===== config.mk =====
export PLATFORM = sky130hd
export DESIGN_NAME = pulpino_kernel_sequencer
export DESIGN_NICKNAME = d
export VERILOG_FILES = /design/src/rtl/pulpino_kernel_pkg.sv /design/src/rtl/pulpino_xfer_splitter.sv /design/src/rtl/pulpino_kernel_sequencer.sv
export SDC_FILE = /design/constraint.sdc
export NUM_CORES = 1
export LEC_CHECK = 0
export ABC_AREA = 0
export CORE_AREA = 2 2 242 244
export CTS_CLUSTER_SIZE = 10
export DETAILED_ROUTE_END_ITERATION = 6
export DIE_AREA = 0 0 244 246
export GPL_TIMING_DRIVEN = 0
export HOLD_SLACK_MARGIN = 0.06
export SETUP_SLACK_MARGIN = 0.02
export SLEW_MARGIN = 20
export SYNTH_ARGS = -nofsm -noshare
export SYNTH_HDL_FRONTEND = slang
export SYNTH_SLANG_ARGS = --single-unit

===== constraint.sdc =====
create_clock -name aclk -period 5.29 [get_ports aclk]
set_input_delay 1.3225 -clock aclk [delete_from_list [all_inputs] [get_ports aclk]]
set_output_delay 1.3225 -clock aclk [all_outputs]
set_load 0.01 [all_outputs]

===== src/rtl/pulpino_kernel_pkg.sv =====
// Shared types and helpers for the PULPino multi-channel kernel sequencer.
package pulpino_kernel_pkg;

    localparam int unsigned LP_DW_BYTES = 64;

    typedef enum logic [1:0] {
        ST_IDLE   = 2'd0,
        ST_LAUNCH = 2'd1,
        ST_RUN    = 2'd2,
        ST_DONE   = 2'd3
    } kseq_state_e;

    // Number of low address bits cleared so slices stay aligned to one AXI beat.
    function automatic int unsigned slice_align_shift(input int unsigned dw_bits);
        return $clog2(dw_bits / 8);
    endfunction

endpackage


===== src/rtl/pulpino_xfer_splitter.sv =====
// Splits one host transfer into N beat-aligned per-channel slices, registered on load.
module pulpino_xfer_splitter
    import pulpino_kernel_pkg::*;
#(
    parameter int unsigned C_NUM_CHANNELS     = 2,
    parameter int unsigned C_M_AXI_ADDR_WIDTH = 64,
    parameter int unsigned C_XFER_SIZE_WIDTH  = 32,
    parameter int unsigned C_M_AXI_DATA_WIDTH = LP_DW_BYTES * 8
) (
    input  logic                                        clk_i,
    input  logic                                        rst_ni,
    input  logic                                        load_i,
    input  logic [C_M_AXI_ADDR_WIDTH-1:0]               base_i,
    input  logic [C_XFER_SIZE_WIDTH-1:0]                xfer_i,
    output logic [C_NUM_CHANNELS*C_M_AXI_ADDR_WIDTH-1:0] addr_o,
    output logic [C_NUM_CHANNELS*C_XFER_SIZE_WIDTH-1:0]  size_o
);
    localparam int unsigned AW         = C_M_AXI_ADDR_WIDTH;
    localparam int unsigned XW         = C_XFER_SIZE_WIDTH;
    localparam int unsigned N          = C_NUM_CHANNELS;
    localparam int unsigned LP_N_SHIFT = $clog2(N);
    localparam int unsigned LP_D_SHIFT = slice_align_shift(C_M_AXI_DATA_WIDTH);

    logic [XW-1:0]   chunk;
    logic [XW-1:0]   last_size;
    logic [AW-1:0]   chunk_a;
    logic [N*AW-1:0] addr_d, addr_q;
    logic [N*XW-1:0] size_d, size_q;

    // N and the beat size are powers of two, so divide/floor/multiply reduce to shifts.
    always_comb begin
        chunk     = ((xfer_i >> LP_N_SHIFT) >> LP_D_SHIFT) << LP_D_SHIFT;
        chunk_a   = AW'(chunk);
        last_size = xfer_i - XW'(N - 1) * chunk;
        addr_d    = '0;
        size_d    = '0;
        for (int unsigned i = 0; i < N; i++) begin
            addr_d[i*AW +: AW] = base_i + AW'(i) * chunk_a;
            size_d[i*XW +: XW] = (i == N - 1) ? last_size : chunk;
        end
    end

    always_ff @(posedge clk_i or negedge rst_ni) begin
        if (!rst_ni) begin
            addr_q <= '0;
            size_q <= '0;
        end else if (load_i) begin
            addr_q <= addr_d;
            size_q <= size_d;
        end
    end

    assign addr_o = addr_q;
    assign size_o = size_q;

endmodule


===== src/rtl/pulpino_kernel_sequencer.sv =====
// ap_ctrl_hs sequencer launching N read->PULPino->write channels and gathering their completion.
module pulpino_kernel_sequencer
    import pulpino_kernel_pkg::*;
#(
    parameter int unsigned C_NUM_CHANNELS     = 2,
    parameter int unsigned C_M_AXI_ADDR_WIDTH = 64,
    parameter int unsigned C_XFER_SIZE_WIDTH  = 32,
    parameter int unsigned C_M_AXI_DATA_WIDTH = LP_DW_BYTES * 8,
    parameter int unsigned C_NUM_SCALARS      = 4,
    parameter int unsigned C_TIMEOUT_WIDTH    = 32
) (
    input  logic                                         aclk,
    input  logic                                         aresetn,
    input  logic                                         ap_start,
    output logic                                         ap_idle,
    output logic                                         ap_ready,
    output logic                                         ap_done,
    input  logic [C_M_AXI_ADDR_WIDTH-1:0]                ctrl_addr_offset,
    input  logic [C_XFER_SIZE_WIDTH-1:0]                 ctrl_xfer_size_in_bytes,
    input  logic [C_NUM_CHANNELS-1:0]                    ctrl_ch_enable,
    input  logic [C_TIMEOUT_WIDTH-1:0]                   ctrl_timeout_cycles,
    input  logic [32*C_NUM_SCALARS-1:0]                  scalar_i,
    output logic [32*C_NUM_SCALARS-1:0]                  scalar_o,
    output logic [C_NUM_CHANNELS-1:0]                    ch_start,
    output logic [C_NUM_CHANNELS*C_M_AXI_ADDR_WIDTH-1:0] ch_addr_offset,
    output logic [C_NUM_CHANNELS*C_XFER_SIZE_WIDTH-1:0]  ch_xfer_size,
    input  logic [C_NUM_CHANNELS-1:0]                    ch_read_done,
    input  logic [C_NUM_CHANNELS-1:0]                    ch_write_done,
    output logic                                         status_timeout,
    output logic [C_NUM_CHANNELS-1:0]                    status_done_mask,
    output logic [C_NUM_CHANNELS-1:0]                    status_rd_mask,
    output logic [C_TIMEOUT_WIDTH-1:0]                   status_cycles
);
    localparam int unsigned N  = C_NUM_CHANNELS;
    localparam int unsigned TW = C_TIMEOUT_WIDTH;

    kseq_state_e               state_q, state_d;
    logic [32*C_NUM_SCALARS-1:0] scalar_q;
    logic [N-1:0]              en_q, done_q, rd_q, ch_start_q;
    logic [N-1:0]              done_nx, rd_nx;
    logic [TW-1:0]             tmo_q, cnt_q, cnt_inc, cycles_q;
    logic                      timeout_q;
    logic                      all_done, tmo_hit, run_exit;

    always_comb begin
        state_d  = state_q;
        done_nx  = done_q | (ch_write_done & en_q);
        rd_nx    = rd_q | (ch_read_done & en_q);
        cnt_inc  = (&cnt_q) ? cnt_q : cnt_q + TW'(1);
        all_done = &(done_nx | ~en_q);
        tmo_hit  = (tmo_q != '0) && (cnt_q == tmo_q - TW'(1));
        run_exit = all_done | tmo_hit;
        case (state_q)
            ST_IDLE:   if (ap_start) state_d = ST_LAUNCH;
            ST_LAUNCH: state_d = ST_RUN;
            ST_RUN:    if (run_exit) state_d = ST_DONE;
            ST_DONE:   state_d = ST_IDLE;
            default:   state_d = ST_IDLE;
        endcase
    end

    // Status is captured on the RUN exit edge so it is already valid while ap_done pulses.
    always_ff @(posedge aclk or negedge aresetn) begin
        if (!aresetn) begin
            state_q    <= ST_IDLE;
            scalar_q   <= '0;
            en_q       <= '0;
            tmo_q      <= '0;
            done_q     <= '0;
            rd_q       <= '0;
            cnt_q      <= '0;
            cycles_q   <= '0;
            timeout_q  <= 1'b0;
            ch_start_q <= '0;
        end else begin
            state_q    <= state_d;
            ch_start_q <= '0;
            case (state_q)
                ST_LAUNCH: begin
                    scalar_q   <= scalar_i;
                    en_q       <= ctrl_ch_enable;
                    tmo_q      <= ctrl_timeout_cycles;
                    done_q     <= '0;
                    rd_q       <= '0;
                    cnt_q      <= '0;
                    timeout_q  <= 1'b0;
                    ch_start_q <= ctrl_ch_enable;
                end
                ST_RUN: begin
                    done_q <= done_nx;
                    rd_q   <= rd_nx;
                    cnt_q  <= cnt_inc;
                    if (run_exit) begin
                        cycles_q  <= cnt_inc;
                        timeout_q <= ~all_done;
                    end
                end
                default: ;
            endcase
        end
    end

    pulpino_xfer_splitter #(
        .C_NUM_CHANNELS    (C_NUM_CHANNELS),
        .C_M_AXI_ADDR_WIDTH(C_M_AXI_ADDR_WIDTH),
        .C_XFER_SIZE_WIDTH (C_XFER_SIZE_WIDTH),
        .C_M_AXI_DATA_WIDTH(C_M_AXI_DATA_WIDTH)
    ) u_splitter (
        .clk_i (aclk),
        .rst_ni(aresetn),
        .load_i(state_q == ST_LAUNCH),
        .base_i(ctrl_addr_offset),
        .xfer_i(ctrl_xfer_size_in_bytes),
        .addr_o(ch_addr_offset),
        .size_o(ch_xfer_size)
    );

    assign ap_idle          = (state_q == ST_IDLE);
    assign ap_ready         = (state_q == ST_LAUNCH);
    assign ap_done          = (state_q == ST_DONE);
    assign scalar_o         = scalar_q;
    assign ch_start         = ch_start_q;
    assign status_timeout   = timeout_q;
    assign status_done_mask = done_q;
    assign status_rd_mask   = rd_q;
    assign status_cycles    = cycles_q;

endmodule


==> reports/qor.csv <==
metric;value;unit
synth_cells;1828;
cp_cell_sequence;clkdlybuf4s50_1, ha_1, inv_1, fa_1, nor2b_1, o31a_1, o311ai_0, and2_1, a21oi_1, o21ai_1, clkbuf_1, a211oi_1, xnor2_1, a21oi_1;
cts_buffers;50;
instances_no_fill;3303;
worst-path-max-fanout;10;
multiInputGateArea;9660;sq um
hold_path_class;register to register;
cp-endpoint;u_splitter.addr_o[124];
grt_max_degree;90;
avgViaCountPerCell;5.22;
drt_first_iter_violations;963;
grt.overflow.total;0;
holdBufCountCts;0;
clk_pin_slew;0.05;ns
drt_first_pass_iters;7;
cts_sinks;414;
drc;0;
critPathCaptureType;register;
drv_slew;0;
tritoncts;yes;
max_freq;0.212;GHz
insertion_delay;0.59;ns
ys_seq_area_share;50.0;%
finalCritPeriodShare;89.4;%
timing.rr.start;tmo_q[0];
io_buffers;618;
crit_required;5.74;ns
post-place-cells;3222;
rows;88;
cts_resized;0;
status;complete, no violations;
netlist.top_cell.by_area;dfrtp_1;
yosys.cell_types.count;70;
critPathLaunchType;input pin;
post_cts_buffers;0;
rrSetupSlack;1.05;ns
hold_depth;1;
slew_headroom;25.4;%
reg2reg_depth;12;
synth.avg_cell_area;11.3;sq um
crit_slowest_cell;o21ai_1;
r2r-end;status_cycles[28];
max_cap_violations;0;
syn_area;20700;sq um
first_global_vias;17400;
regArea;10400;sq um
grt_pass1_wl;118;mm
hold_slack;0.485;ns
setup_viol;0;
synth-edff-count;0;
power_per_cell_area;574;nW/um^2
cts_max_level;2;
die_x;244;um
design.core.area;57400;sq um
start_util;36.1;%
worst_pin_slew;1.12;ns
synth_top_area_share;50.0;%
num_io_pins;627;
synth_area_leaders;dfrtp_1, mux2_2, xnor2_1, ha_1, a21oi_1;
dr_total_vias;17200;
die_y;246;um
hold_violations;0;
cp.arrival;5.18;ns
hpwl;66.1;mm
async_reset_ff_share;100;%
crit_path_max_incr_delay;0.56;ns
nNetsFinal;2832;
gr-usage-all-layers;26.8;%
yosys_register_bits;414;
cts_root_buffer;clkbuf_16;
rsz0062_at_grt;false;
ant_nets;0;
nFillCells;5202;
fin_skew;0.0146;ns
ys_warn_count;0;
wl_per_cell;24.9;um
p_leak;0.0120;uW
synth_ff_type;dfrtp_1;
p_total;16900;uW
clock_path_buffers;3;
min_period;4.73;ns
drive_above_1_share;16.3;%
crit_type;input pin to register;
areaGrowthSynthToFinish;42.2;%
peakVddDrop;375;uV
antenna_found_initial;28;
cp-startpoint;ctrl_xfer_size_in_bytes[7];
wl;82.3;mm
globalplace.congestion;0.891;
die_area;60000;sq um
crit_top_cell;a21oi_1;
## sequential cells by signal, indices dropped and copies added, names as in the netlist
signal and cells:
u_splitter.size_o 57, cnt_q 32, state_q 2, status_rd_mask 2
status_timeout 1, status_cycles 32, scalar_o 128, en_q 2
u_splitter.addr_o 122, tmo_q 32, ch_start 2, status_done_mask 2
## power breakdown
part	internal (uW)	switching (uW)	total (uW)	leakage, uW
registers	4570	908	5470	0.00499
clock network	1790	1350	3140	0.000690
logic	4290	4030	8330	0.00637
total	10600	6290	16900	0.0120
## critical path: cells and delay by family
family	cells	cell delay [ns]
buf+inv	3	1.06
compound gates	6	1.74
simple gates	2	0.37
xor+xnor	1	0.19
fa+ha+maj	2	0.48
## how the worst min path moves through the flow
stage	startpoint	endpoint	slack, ns
floorplan	en_q[0]	en_q[0]	0.49
global placement	status_cycles[23]	status_cycles[23]	0.47
detailed placement	u_splitter.addr_o[74]	u_splitter.addr_o[74]	0.47
CTS	u_splitter.size_o[44]	u_splitter.size_o[44]	0.49
global route	status_cycles[10]	status_cycles[10]	0.51
finish	status_cycles[23]	status_cycles[23]	0.49
## metal layers
metal,track usage (%),wire length (um),part of all wire (%),vias up
met5,0,201,0.24,-
met4,9.94,3250,4.0,30
met3,9.02,6870,8.4,161
met2,45.0,39800,48,594
met1,31.8,32200,39,8615
li1,-,-,-,7847
## through the flow
stage / utilization (%) / setup slack [ns] / setup TNS [ns] / area [sq um]
after CTS: 51.4 / 0.623 / 0 / 29500
after detailed placement: 48.9 / 0.0404 / 0 / 28100
after floorplan: - / 1.55 / 0 / 20800
after global routing: 51.4 / 0.315 / 0 / 29500
after global placement: 48.6 / -15.96 / -6585.74 / 27900
final: 51.4 / 0.563 / 0 / 29500
## logic make-up after synthesis
kind of cell / share of synthesized area, %
adder cells (fa/ha/maj): 3.57
flip-flops: 50.0
AO/OA/AOI/OAI: 9.15
buffers and inverters: 3.61
AND/OR/NAND/NOR: 9.76
other: 0.0181
multiplexers: 17.8
XOR/XNOR: 6.12
## synth_stat cells, types with 6 or more instances
cell	count
nor2_1	103
o2bb2ai_1	15
nor4_1	24
mux2_1	9
o21bai_1	7
o21a_1	9
or2_2	8
nand4_1	22
nand2b_1	10
o22ai_1	8
a2111oi_0	6
clkbuf_1	81
dfrtp_1	414
xor2_1	36
a21o_1	30
mux2_2	311
a21oi_1	110
a211oi_1	12
nor2b_1	6
nor3_1	50
or3_1	17
inv_1	73
buf_4	13
o211ai_1	8
a31oi_1	12
o31ai_1	6
nand3_1	40
mux2i_1	9
nand2_1	74
o21ai_0	54
xnor2_1	109
and3_1	15
ha_1	56
## layout make-up
class                           instances  area share, %
Tap cell                              765           3.25
Multi-Input combinational cell       1242           32.8
Sequential cell                       414           35.1
Timing Repair Buffer                  623           21.5
Inverter                               75          0.955
Clock buffer                           69           4.69
Buffer                                103           1.58
Antenna cell                            7         0.0594
Clock inverter                          5          0.106
## cells in the final DEF, fill, tap and decap left out, types with 24 or more instances in the layout
master / n
nor3_1: 50
clkbuf_16: 51
xnor2_1: 109
clkbuf_1: 95
xor2_1: 36
nor2_1: 103
dfrtp_1: 414
nand2_1: 74
nor4_1: 24
a21o_1: 30
a21oi_1: 110
ha_1: 56
mux2_2: 311
clkdlybuf4s50_1: 617
inv_1: 73
o21ai_0: 54
nand3_1: 40
Power figures use the tool's default switching activity.
